File: config.mk
export PLATFORM = sky130hd
export DESIGN_NAME = nvm_burst_reader_flat
export DESIGN_NICKNAME = d
export VERILOG_FILES = /design/src/rtl/nvm_burst_reader_if.sv /design/src/rtl/nvm_burst_reader.sv /design/src/flat_wrapper.sv
export SDC_FILE = /design/constraint.sdc
export NUM_CORES = 1
export LEC_CHECK = 0
export ABC_AREA = 1
export CAP_MARGIN = 20
export CORE_MARGIN = 1
export CORE_UTILIZATION = 49
export DETAILED_ROUTE_END_ITERATION = 12
export GPL_TIMING_DRIVEN = 0
export PLACE_DENSITY = 0.79
export SYNTH_ARGS = -nofsm -noshare
export SYNTH_HDL_FRONTEND = slang
export SYNTH_SLANG_ARGS = --single-unit
File: constraint.sdc
create_clock -name clk -period 1.8 [get_ports clk]
set_input_delay 0.54 -clock clk [delete_from_list [all_inputs] [get_ports clk]]
set_output_delay 0.54 -clock clk [all_outputs]
set_load 0.02 [all_outputs]
File: src/rtl/nvm_burst_reader_if.sv
// Bundle of the command, NVM read port and serial stream signals of nvm_burst_reader.
// The slave modport is the reader itself; master is the surrounding system.
interface nvm_burst_reader_if #(
  parameter int DATA_W = 8,
  parameter int ADDR_W = 8,
  parameter int LEN_W  = 2
);
  logic              start;
  logic [ADDR_W-1:0] addr_in;
  logic [LEN_W-1:0]  burst_len;
  logic              abort;
  logic              nvm_rd;
  logic [ADDR_W-1:0] nvm_addr;
  logic [DATA_W-1:0] nvm_rdata;
  logic              sdata_out;
  logic              sdata_valid;
  logic              sdata_ready;
  logic [ADDR_W-1:0] address_out;
  logic              busy;
  logic              done;

  modport master (
    output start, addr_in, burst_len, abort, nvm_rdata, sdata_ready,
    input  nvm_rd, nvm_addr, sdata_out, sdata_valid, address_out, busy, done
  );

  modport slave (
    input  start, addr_in, burst_len, abort, nvm_rdata, sdata_ready,
    output nvm_rd, nvm_addr, sdata_out, sdata_valid, address_out, busy, done
  );
endinterface

File: src/rtl/nvm_burst_reader.sv
// Burst reader: fetches burst_len+1 consecutive NVM words through a 1-cycle-latency
// read port and serialises each word onto a valid/ready bit stream.
module nvm_burst_reader #(
  parameter int DATA_W    = 8,
  parameter int ADDR_W    = 8,
  parameter int LEN_W     = 2,
  parameter bit MSB_FIRST = 1'b1
) (
  input  logic                 clk,
  input  logic                 rst,
  nvm_burst_reader_if.slave    bus
);

  localparam int CNT_W = (DATA_W > 1) ? $clog2(DATA_W) : 1;

  localparam logic [2:0] S_IDLE  = 3'd0;
  localparam logic [2:0] S_FETCH = 3'd1;
  localparam logic [2:0] S_LOAD  = 3'd2;
  localparam logic [2:0] S_SHIFT = 3'd3;
  localparam logic [2:0] S_DONE  = 3'd4;

  logic [2:0]        state_reg;
  logic [ADDR_W-1:0] cur_addr_reg;
  logic [LEN_W-1:0]  words_left_reg;
  logic [DATA_W-1:0] shift_reg;
  logic [CNT_W-1:0]  bit_cnt_reg;
  logic              nvm_rd_reg;
  logic [ADDR_W-1:0] nvm_addr_reg;
  logic              sdata_valid_reg;
  logic [ADDR_W-1:0] address_out_reg;
  logic              busy_reg;
  logic              done_reg;

  logic [DATA_W-1:0] shift_next;
  logic              serial_bit;

  // The outgoing bit is always the end of the shift register that leaves first.
  generate
    if (MSB_FIRST) begin : g_msb_first
      assign serial_bit = shift_reg[DATA_W-1];
      assign shift_next = shift_reg << 1;
    end else begin : g_lsb_first
      assign serial_bit = shift_reg[0];
      assign shift_next = shift_reg >> 1;
    end
  endgenerate

  always_ff @(posedge clk or posedge rst) begin
    if (rst) begin
      state_reg       <= S_IDLE;
      cur_addr_reg    <= '0;
      words_left_reg  <= '0;
      shift_reg       <= '0;
      bit_cnt_reg     <= '0;
      nvm_rd_reg      <= 1'b0;
      nvm_addr_reg    <= '0;
      sdata_valid_reg <= 1'b0;
      address_out_reg <= '0;
      busy_reg        <= 1'b0;
      done_reg        <= 1'b0;
    end else begin
      nvm_rd_reg <= 1'b0;
      done_reg   <= 1'b0;
      if (bus.abort && (state_reg != S_IDLE)) begin
        // Abort drops the burst silently; address_out keeps the last word's address.
        state_reg       <= S_IDLE;
        sdata_valid_reg <= 1'b0;
        busy_reg        <= 1'b0;
      end else begin
        case (state_reg)
          S_IDLE: begin
            if (bus.start && !bus.abort) begin
              cur_addr_reg   <= bus.addr_in;
              words_left_reg <= bus.burst_len;
              nvm_rd_reg     <= 1'b1;
              nvm_addr_reg   <= bus.addr_in;
              busy_reg       <= 1'b1;
              state_reg      <= S_FETCH;
            end
          end
          S_FETCH: begin
            state_reg <= S_LOAD;
          end
          S_LOAD: begin
            shift_reg       <= bus.nvm_rdata;
            address_out_reg <= cur_addr_reg;
            bit_cnt_reg     <= CNT_W'(DATA_W - 1);
            sdata_valid_reg <= 1'b1;
            state_reg       <= S_SHIFT;
          end
          S_SHIFT: begin
            if (bus.sdata_ready) begin
              shift_reg   <= shift_next;
              bit_cnt_reg <= bit_cnt_reg - CNT_W'(1);
              if (bit_cnt_reg == '0) begin
                sdata_valid_reg <= 1'b0;
                if (words_left_reg == '0) begin
                  done_reg  <= 1'b1;
                  state_reg <= S_DONE;
                end else begin
                  // Next word: the read strobe is issued straight from the last-bit edge.
                  words_left_reg <= words_left_reg - LEN_W'(1);
                  cur_addr_reg   <= cur_addr_reg + ADDR_W'(1);
                  nvm_addr_reg   <= cur_addr_reg + ADDR_W'(1);
                  nvm_rd_reg     <= 1'b1;
                  state_reg      <= S_FETCH;
                end
              end
            end
          end
          S_DONE: begin
            busy_reg  <= 1'b0;
            state_reg <= S_IDLE;
          end
          default: begin
            sdata_valid_reg <= 1'b0;
            busy_reg        <= 1'b0;
            state_reg       <= S_IDLE;
          end
        endcase
      end
    end
  end

  assign bus.nvm_rd      = nvm_rd_reg;
  assign bus.nvm_addr    = nvm_addr_reg;
  assign bus.sdata_out   = serial_bit;
  assign bus.sdata_valid = sdata_valid_reg;
  assign bus.address_out = address_out_reg;
  assign bus.busy        = busy_reg;
  assign bus.done        = done_reg;

endmodule

File: src/flat_wrapper.sv
// flat-port wrapper written by rule: the top's interface ports become plain ports
module nvm_burst_reader_flat 
#(
  parameter int DATA_W    = 8,
  parameter int ADDR_W    = 8,
  parameter int LEN_W     = 2,
  parameter bit MSB_FIRST = 1'b1
)
  (clk, rst, bus_start, bus_addr_in, bus_burst_len, bus_abort, bus_nvm_rdata, bus_sdata_ready, bus_nvm_rd, bus_nvm_addr, bus_sdata_out, bus_sdata_valid, bus_address_out, bus_busy, bus_done);
  nvm_burst_reader_if #(.DATA_W(DATA_W), .ADDR_W(ADDR_W), .LEN_W(LEN_W)) bus_i ();
  input  logic clk;
  input  logic rst;
  input wire logic [$bits(bus_i.start)-1:0] bus_start;
  input wire logic [$bits(bus_i.addr_in)-1:0] bus_addr_in;
  input wire logic [$bits(bus_i.burst_len)-1:0] bus_burst_len;
  input wire logic [$bits(bus_i.abort)-1:0] bus_abort;
  input wire logic [$bits(bus_i.nvm_rdata)-1:0] bus_nvm_rdata;
  input wire logic [$bits(bus_i.sdata_ready)-1:0] bus_sdata_ready;
  output wire logic [$bits(bus_i.nvm_rd)-1:0] bus_nvm_rd;
  output wire logic [$bits(bus_i.nvm_addr)-1:0] bus_nvm_addr;
  output wire logic [$bits(bus_i.sdata_out)-1:0] bus_sdata_out;
  output wire logic [$bits(bus_i.sdata_valid)-1:0] bus_sdata_valid;
  output wire logic [$bits(bus_i.address_out)-1:0] bus_address_out;
  output wire logic [$bits(bus_i.busy)-1:0] bus_busy;
  output wire logic [$bits(bus_i.done)-1:0] bus_done;
  assign bus_i.start = bus_start;
  assign bus_i.addr_in = bus_addr_in;
  assign bus_i.burst_len = bus_burst_len;
  assign bus_i.abort = bus_abort;
  assign bus_i.nvm_rdata = bus_nvm_rdata;
  assign bus_i.sdata_ready = bus_sdata_ready;
  assign bus_nvm_rd = bus_i.nvm_rd;
  assign bus_nvm_addr = bus_i.nvm_addr;
  assign bus_sdata_out = bus_i.sdata_out;
  assign bus_sdata_valid = bus_i.sdata_valid;
  assign bus_address_out = bus_i.address_out;
  assign bus_busy = bus_i.busy;
  assign bus_done = bus_i.done;
  nvm_burst_reader #(.DATA_W(DATA_W), .ADDR_W(ADDR_W), .LEN_W(LEN_W), .MSB_FIRST(MSB_FIRST)) u_core (.clk(clk), .rst(rst), .bus(bus_i));
endmodule
==> metrics.txt <==
Async SR Flop Fraction=100%; Power Density=1680 nW/um^2; Compound-Gate Fraction of Synth Area=10.2%; register area=~900 um^2; Synth Warn #=0; worst vdd ir=0.858 mV; post-synth top area cell=dfrtp_1; ys flop type=dfrtp_1; Worst-path clk slew=approximately 0.080 ns; register bit total from synthesis=36; top-count cell post-synth=nand2_1; total number of vias=1,721; WHS=0.478 ns; max-cap violation count=0; Synth-to-Final Area Change=34.9%; Initial Utilization=around 53%; Rows=21; hold path startpoint=u_core.bus.sdata_valid$_DFFE_PP0P_; outcome=finished, final reports clean; Netlist cell types=21; Period minus WS final=1.75 ns; post-synthesis mux area share=1.22%; endpoints failing setup=0; clock root buffer=clkbuf_8; power share of the combinational group=48.1%; Worst-Skew Late Latency=approximately 0.29 ns; drc violations=0; Post-synth EDFFs=0; Mapped Nets=267; worst r2r dst=u_core.bus.nvm_addr[0]$_DFFE_PP0P_; FMAX=573 MHz; Worst Path Arrival=~1.2 ns; Mean Syn Cell Area=7.67 um^2; # diodes=0; Hold EP=u_core.bus.sdata_valid$_DFFE_PP0P_; RSZ-0062 raised after global routing=no; I/O pin cnt=44; Area contributors post-synth=dfrtp_1, nand2_1, o21ai_0; H-tree Lvls=2; fin util=a little under three quarters; Slew Viols, Final=0; Switching Share=43.6%; cell family contributing the most delay on the critical path=buffers and inverters; R2R setup slack=around 0.27 ns; worst path buffer plus inverter count=1; Crit. End Element=output port; Layout fillers=279; initial antenna violation count=0; R2R depth=9; Slew HR=61.8%; Vias/cell=5.08; pin count of the biggest net entering global routing=25; Hold Crit Depth=2; total routing usage reported by global routing=24.2%; RR Startpoint=u_core.bit_cnt_reg[0]$_DFFE_PP0P_; CTS tree=done; setup TNS=0 ns; Die ar.=around 4000 um^2; Post-layout nets=approximately 320; Clk pwr share=16.9%; Final ANT Viol Nets=0; worst setup path startpoint=u_core.bus.nvm_rd$_DFF_PP0_; Worst Setup Path Type=reg -> out; Avg WL per Cell=approximately 12 um; critical path startpoint category=register; clk sinks=36; Synth Instances=240; Cell Int Power=2.35 mW; number of setup buffers added after CTS=0; worst path cell trace=clkdlybuf4s50_1; global-route wire length before repair=7420 um; total power=approximately 4.2 mW; Multi-input gate area=806 um^2; top cell type's share of synthesized area=48.9%; Cell Area, Synth=1840 um^2; GRT overflow=0; starting DRC count in detailed routing=117; Post-Synth XOR/XNOR Area=0%; Placer Congestion=~0.78; number of global-route vias before repair=~1,600; Hold Path Class=reg -> reg; die height=between 60 and 70 um; adder-cell share of the synthesized area=roughly 2.7%; max incr delay on CP=around 0.60 ns; main combinational cell family by area after synthesis=simple AND/OR/NAND/NOR gates; # hold bufs at CTS=0; commonest cells in the netlist=nand2_1, dfrtp_1, o21ai_0; sw power=1.82 mW; DP HPWL=about 3000 um; drt first pass iters=4; Seq/Total Area, Yosys=48.9%; CP max FO=1; core area=3470 um^2; clk_skew=about 0.0080 ns; WL final=4210 um; crit path max-delay cell type=clkdlybuf4s50_1; Slew @ Worst Pin=around 0.57 ns; post-synthesis simple-gate area fraction=29.2%; Clock Tree Buf Depth=2; P_leak=between 1 and 1.5 nW; Port Buffers=43; CTS buffer count=5; Die Width=63.3 um; period utilization=97.0%; Seq pwr share=35.0%; Worst Path Required=around 1.3 ns; ratio of cells with drive above 1 in the final layout=10.2%; Hold Fails Final Rpt=0
-- metrics by stage --
stage	setup WS, ns	std cells	area (um^2)
after floorplan	0.400	240	1840
after global placement	-0.350	329	2330
after detailed placement	-0.240	330	2360
after CTS	0.00286	338	2450
after global routing	0.0247	339	2480
final	0.0533	339	2480
-- how the worst max path moves through the flow --
stage	cells past startpoint	slack, ns	endpoint
4_1_cts	1	0.003	bus_address_out[5]
3_3_place_gp	2	-0.35	u_core.shift_reg[2]$_DFFE_PP0P_
5_1_grt	1	0.02	bus_nvm_rd
3_5_place_dp	6	-0.24	u_core.bus.nvm_addr[0]$_DFFE_PP0P_
6_report	1	0.05	bus_nvm_rd
2_1_floorplan	9	0.40	u_core.bus.nvm_addr[0]$_DFFE_PP0P_
-- layer usage --
metal  part of all wire [%]  vias to the layer above  GRT usage (%)
met4                    2.0                        0           10.2
met3                    5.3                       10           5.25
met1                     47                      794           34.0
li1                       -                      862              -
met2                     46                       55           36.2
met5                      0                        -              0
-- placed cells by master (no fill, tap or decap), types with 2 or more instances in the layout --
| cell type | netlist | final |
|---|---|---|
| a21oi_1 | 5 | 5 |
| buf_2 | 6 | 6 |
| clkbuf_8 | 0 | 5 |
| clkdlybuf4s50_1 | 0 | 24 |
| dfrtp_1 | 36 | 36 |
| dlygate4sd2_1 | 0 | 11 |
| dlymetal6s2s_1 | 0 | 8 |
| ha_1 | 4 | 4 |
| inv_1 | 25 | 24 |
| inv_2 | 2 | 3 |
| mux2_2 | 2 | 2 |
| nand2_1 | 92 | 92 |
| nand2_2 | 3 | 3 |
| nand3_1 | 15 | 16 |
| nand3_2 | 2 | 2 |
| nor2_1 | 8 | 8 |
| nor3_1 | 2 | 2 |
| o21ai_0 | 31 | 30 |
-- tightest hold or removal path, delay by kind of cell, from the launching register on --
kind / cells / cell delay [ns]
flip-flops: 1 / 0.35
AND/OR/NAND/NOR: 2 / 0.10
-- power groups by stage --
stage	sequential [mW]	clock, mW	combinational (mW)
2_1_floorplan	1.66	0	1.07
3_3_place_gp	1.46	0	2.00
3_5_place_dp	1.47	0	2.07
4_1_cts	1.46	0.713	2.00
5_1_grt	1.50	0.760	2.27
6_report	1.46	0.705	2.00
-- timing repair --
action,in CTS,in global routing
cloned,0,1
hold endpoints to repair,0,0
pin swaps,0,1
setup endpoints to repair,11,16
gates resized for setup,11,11
-- final cells by class --
type                    count  share of cell area, %
inverters                  27                   4.08
repair buffers             44                   18.7
multi-input cells         171                   32.5
plain buffers               7                   1.66
clock inverters             3                   1.71
well taps                  46                   2.32
flip-flops and latches     36                   36.3
clock buffers               5                   2.77
-- logic make-up (layout without fill, tap and decap cells) --
logic type,after synthesis,after routing
and+or+nand+nor,127,128
DFF,36,36
adders and majority gates,4,4
muxes,2,2
AOI/OAI and AO/OA,37,37
buffers and inverters,34,86
Power figures use the tool's default switching activity.
